===== src/rtl/mem_ctrl_pkg.sv =====
// Shared definitions for the byte-serial memory controller and its load/store clients.
// Holds the controller state encoding and the load/store length codes.
package mem_ctrl_pkg;

  typedef enum logic [1:0] {
    IDLE = 2'd0,
    RD   = 2'd1,
    WR   = 2'd2,
    DONE = 2'd3
  } state_t;

  localparam logic [1:0] LEN_BYTE = 2'd0;
  localparam logic [1:0] LEN_HALF = 2'd1;
  localparam logic [1:0] LEN_WORD = 2'd3;

  // Code 2 has no transfer size of its own and is folded into a full word.
  function automatic logic [2:0] byte_count(input logic [1:0] len);
    case (len)
      LEN_BYTE: byte_count = 3'd1;
      LEN_HALF: byte_count = 3'd2;
      LEN_WORD: byte_count = 3'd4;
      default:  byte_count = 3'd4;
    endcase
  endfunction

endpackage


===== src/rtl/mem_ctrl.sv =====
// Byte-serial memory controller arbitrating an instruction-fetch port and a load/store port.
// Memory read data arrives one cycle after its address; rdy low freezes the whole block.
module mem_ctrl
  import mem_ctrl_pkg::*;
(
  input  logic        clk,
  input  logic        rst,
  input  logic        rdy,
  input  logic        if_req,
  input  logic [31:0] if_addr,
  output logic        if_done,
  output logic [31:0] if_data,
  input  logic        ls_req,
  input  logic        ls_wr,
  input  logic [31:0] ls_addr,
  input  logic [1:0]  ls_len,
  input  logic [31:0] ls_wdata,
  output logic        ls_done,
  output logic [31:0] ls_rdata,
  input  logic [7:0]  din,
  output logic [7:0]  dout,
  output logic [31:0] addr,
  output logic        wr
);

  state_t      state, state_nxt;
  logic [2:0]  cnt;
  logic [2:0]  n_bytes;
  logic        owner_ls;
  logic [31:0] shreg;
  logic [31:0] addr_q;
  logic [7:0]  dout_q;
  logic        wr_q;
  logic [31:0] if_data_q;
  logic [31:0] ls_rdata_q;
  logic [31:0] assembled;
  logic [5:0]  shamt;
  logic        rd_last;
  logic        rd_more;
  logic        wr_last;

  always_comb begin
    rd_last   = (cnt == n_bytes);
    rd_more   = (cnt < n_bytes - 3'd1);
    wr_last   = (cnt == n_bytes - 3'd1);
    shamt     = {3'd4 - n_bytes, 3'b000};
    assembled = {din, shreg[31:8]} >> shamt;
    state_nxt = state;
    case (state)
      IDLE: begin
        if (ls_req)      state_nxt = ls_wr ? WR : RD;
        else if (if_req) state_nxt = RD;
      end
      RD:      if (rd_last) state_nxt = DONE;
      WR:      if (wr_last) state_nxt = DONE;
      DONE:    state_nxt = IDLE;
      default: state_nxt = IDLE;
    endcase
  end

  always_ff @(posedge clk or posedge rst) begin
    if (rst)      state <= IDLE;
    else if (rdy) state <= state_nxt;
  end

  // RD runs one cycle past the last address because each byte lands on din a cycle late;
  // incoming bytes shift in from the top and are right-aligned when the last one arrives.
  always_ff @(posedge clk or posedge rst) begin
    if (rst) begin
      cnt        <= '0;
      n_bytes    <= '0;
      owner_ls   <= 1'b0;
      shreg      <= '0;
      addr_q     <= '0;
      dout_q     <= '0;
      wr_q       <= 1'b0;
      if_data_q  <= '0;
      ls_rdata_q <= '0;
    end else if (rdy) begin
      case (state)
        IDLE: begin
          cnt <= '0;
          if (ls_req) begin
            owner_ls <= 1'b1;
            n_bytes  <= byte_count(ls_len);
            addr_q   <= ls_addr;
            shreg    <= ls_wr ? ls_wdata : 32'd0;
            dout_q   <= ls_wr ? ls_wdata[7:0] : 8'd0;
            wr_q     <= ls_wr;
          end else if (if_req) begin
            owner_ls <= 1'b0;
            n_bytes  <= 3'd4;
            addr_q   <= if_addr;
            shreg    <= '0;
          end
        end
        RD: begin
          cnt    <= cnt + 3'd1;
          addr_q <= rd_more ? addr_q + 32'd1 : 32'd0;
          if (cnt != 3'd0) shreg <= {din, shreg[31:8]};
          if (rd_last) begin
            if (owner_ls) ls_rdata_q <= assembled;
            else          if_data_q  <= assembled;
          end
        end
        WR: begin
          cnt <= cnt + 3'd1;
          if (wr_last) begin
            addr_q <= '0;
            dout_q <= '0;
            wr_q   <= 1'b0;
          end else begin
            addr_q <= addr_q + 32'd1;
            dout_q <= shreg[15:8];
            shreg  <= shreg >> 8;
          end
        end
        DONE: cnt <= '0;
        default: cnt <= '0;
      endcase
    end
  end

  assign addr     = addr_q;
  assign dout     = dout_q;
  assign wr       = wr_q & rdy;
  assign if_data  = if_data_q;
  assign ls_rdata = ls_rdata_q;
  assign if_done  = (state == DONE) && !owner_ls && rdy;
  assign ls_done  = (state == DONE) &&  owner_ls && rdy;

endmodule


===== config.mk =====
export PLATFORM = sky130hd
export DESIGN_NAME = mem_ctrl
export DESIGN_NICKNAME = d
export VERILOG_FILES = /design/src/rtl/mem_ctrl_pkg.sv /design/src/rtl/mem_ctrl.sv
export SDC_FILE = /design/constraint.sdc
export NUM_CORES = 1
export LEC_CHECK = 0
export ABC_AREA = 1
export BUFFER_PORTS_ARGS = -buffer_cell sky130_fd_sc_hd__buf_2
export CAP_MARGIN = 40
export CORE_MARGIN = 2
export CORE_UTILIZATION = 48
export DETAILED_ROUTE_END_ITERATION = 6
export GPL_ROUTABILITY_DRIVEN = 1
export PLACE_DENSITY = 0.77
export SYNTH_ARGS = -nofsm -noshare
export SYNTH_HDL_FRONTEND = slang
export SYNTH_SLANG_ARGS = --single-unit
export TNS_END_PERCENT = 30

===== constraint.sdc =====
create_clock -name clk -period 3.6 [get_ports clk]
set_input_delay 0.18 -clock clk [delete_from_list [all_inputs] [get_ports clk]]
set_output_delay 0.18 -clock clk [all_outputs]
set_load 0.02 [all_outputs]

==> metrics.txt <==
status completed; first-pass GRT wire length 38.4 mm; grt met1 use 35.3%; root buf cell clkbuf_16; Die Height 135 um; met3 GRT Util 5.56%; global route total overflow 0; drt initial violations 664; Worst EP arrival 3.41 ns; Final Hold Viols 0; Final Routed Wirelength 23.8 mm; final setup vio count 0; worst-path maximum fanout 22; antenna violations before repair 1; final clock skew 0.00897 ns; met2 global-route usage 44.7%; Core ar. 16,600 um^2; RD Place Congestion 0.913; Total Negative Setup Slacks 0 ns; Ports 219; Routed Antenna Nets 0; busiest grt layer met2; TritonRoute pass-1 iters 5; Synth Cell Area 8200 um^2; CTS tree built; Synth Net Count 1,244; critical path type flip-flop to flip-flop; Nets 1,437; DRC viols 0; Post-CTS Setup Bufs 0; Syn. warnings 0; Final Cycle Share 86.0%; fmax 0.323 GHz; Worst-Skew Late Latency 0.43 ns; Tot GR Track Use 26.8%; Initial Utilization 49.3%; top post-synthesis cells by count 281 x nand2_1, 165 x nor2_1, 138 x dfrtp_1, 113 x o21ai_0, 87 x inv_1; Yosys top cell by area dfrtp_1; Port-buffer cells 218; hold_ws 0.0361 ns; DP Wirelength 17.5 mm; number of vias per cell 5.27; synthesized flop and latch total 138; Slew Limit Fails 0; vias post-DR 8,148; RSZ-0062 raised after global routing no; Resized Gates After CTS 0; most used flip-flop cell after synthesis dfrtp_1; die area 18,100 um^2; Power Density 953 nW/um^2; Cells after Synth 1,119; Hold WC Path Type input port to flip-flop; Unique masters post-synth 46; Worst Setup Start Kind flip-flop; most frequent cell after synthesis nand2_1; clock-pin slew on the worst setup and hold paths 0.06 ns; Die X 135 um; Critical Path RT 3.91 ns; Max IR drop VDD 0.430 mV; Synth top area share 42.1%; worst slew pin tran 0.837 ns; post-synthesis sequential area ratio 42.1%; share of cells above drive strength 1 23.2%; CTS Buf Count 17; H-tree Lvls 4; Max-cap violations 0; Slew HR 44.1%; critical path endpoint category flip-flop; post-synthesis to final-layout area growth 20.7%; # rows 47; Tmin final 3.09 ns; # clock sinks 138; total power 9430 uW; largest net degree at the start of global routing 65; post-DR wirelength/cell 15.4 um; syn_area_per_cell 7.33 um^2; Post-synth EDFFs 0; vias in the first global route 7,689; static leakage 0.00495 uW; clk buf depth 2; main area contributors after synthesis dfrtp_1 42%, nand2_1 13%, nor2_1 7.6%; share of flip-flops with an asynchronous set or reset 100%
flip-flops by register name (all words and copies together) (netlist names):
| signal | count |
|---|---|
| addr | 32 |
| dout | 8 |
| if_data | 32 |
| n_bytes | 3 |
| shreg | 24 |
| owner_ls | 1 |
| wr_q | 1 |
| state | 2 |
| ls_rdata | 32 |
| cnt | 3 |
report_power, final:
group | leakage, uW | switching, uW | internal, uW | total [uW]
sequential | 0.00181 | 569 | 2210 | 2780
combinational | 0.00286 | 3360 | 1540 | 4900
clock | 0.000283 | 724 | 1040 | 1760
total | 0.00495 | 4650 | 4780 | 9430
layout by cell type (no fill, tap or decap), types with 5 or more instances in the layout:
cell type,netlist,routed
nand2_1,281,281
buf_2,19,218
nor2_1,165,165
dfrtp_1,138,138
o21ai_0,113,113
inv_1,87,86
nand3_1,76,76
o21ai_1,68,68
clkbuf_16,0,17
o211ai_1,16,16
o21ai_2,15,15
ha_1,13,13
nand2_2,12,12
nor3_1,11,11
a21oi_1,9,9
a31oi_1,9,9
a21boi_1,8,8
inv_6,0,7
inv_2,6,6
buf_4,4,6
nand4_1,5,5
repair_timing:
item	in CTS	in global routing
hold endpoints to repair	17	0
endpoints found under the setup margin	0	0
hold buffers	3	0
worst paths after layout:
kind / startpoint / end / slack, ns / cells after the start
min in group asynchronous: rst / owner_ls / 0.32 / 3
min: ls_wdata[7] / dout[7] / 0.04 / 3
min reg2reg: ls_rdata[30] / ls_rdata[30] / 0.48 / 2
max: n_bytes[0] / addr[2] / 0.51 / 12
max in group asynchronous: rst / if_data[2] / 2.53 / 4
max reg2reg: n_bytes[0] / addr[2] / 0.51 / 12
layer usage:
layer / up-vias / wire length [um]
li1: 4043 / -
met1: 3734 / 9950
met2: 341 / 11700
met3: 30 / 1770
met4: 0 / 344
met5: - / 0
through the flow:
| step | instances | cell area [um^2] | setup WS [ns] | utilization [%] |
|---|---|---|---|---|
| global route | 1546 | 9890 | 0.277 | 59.5 |
| CTS | 1545 | 9890 | 0.531 | 59.4 |
| floorplan | 1119 | 8200 | 1.09 | - |
| global placement | 1507 | 9230 | 0.654 | 55.5 |
| finish | 1547 | 9900 | 0.505 | 59.5 |
| detailed placement | 1510 | 9270 | 0.555 | 55.7 |
cell type report:
class | count | area, um^2
antenna | 2 | 5.00
clock buffer | 18 | 429
clock inverter | 14 | 159
fill | 1527 | 6750
inverter | 97 | 378
multi-input combinational | 828 | 3980
sequential | 138 | 3450
tap | 220 | 275
timing repair buffer | 230 | 1220
critical path, stage by stage, from the launching register on:
cell	delay, ns
dfrtp_1	0.39
inv_2	0.24
ha_1	0.46
ha_1	0.39
nand3_1	0.09
nand2_1	0.12
nand2_1	0.08
nand2_1	0.52
clkinv_4	0.35
nand3_1	0.14
o21ai_0	0.09
nand2_1	0.06
nand2_1	0.04
cells by family after synthesis:
kind of cell | after synthesis | share of synthesized area [%]
muxes | 1 | 0.122
AOI/OAI and AO/OA | 247 | 17.0
buffers and inverters | 153 | 9.37
DFF | 138 | 42.1
and+or+nand+nor | 563 | 28.7
adders and majority gates | 13 | 1.98
xor gates and xnor gates | 4 | 0.656
No activity file was read; power rests on OpenSTA's default activity.
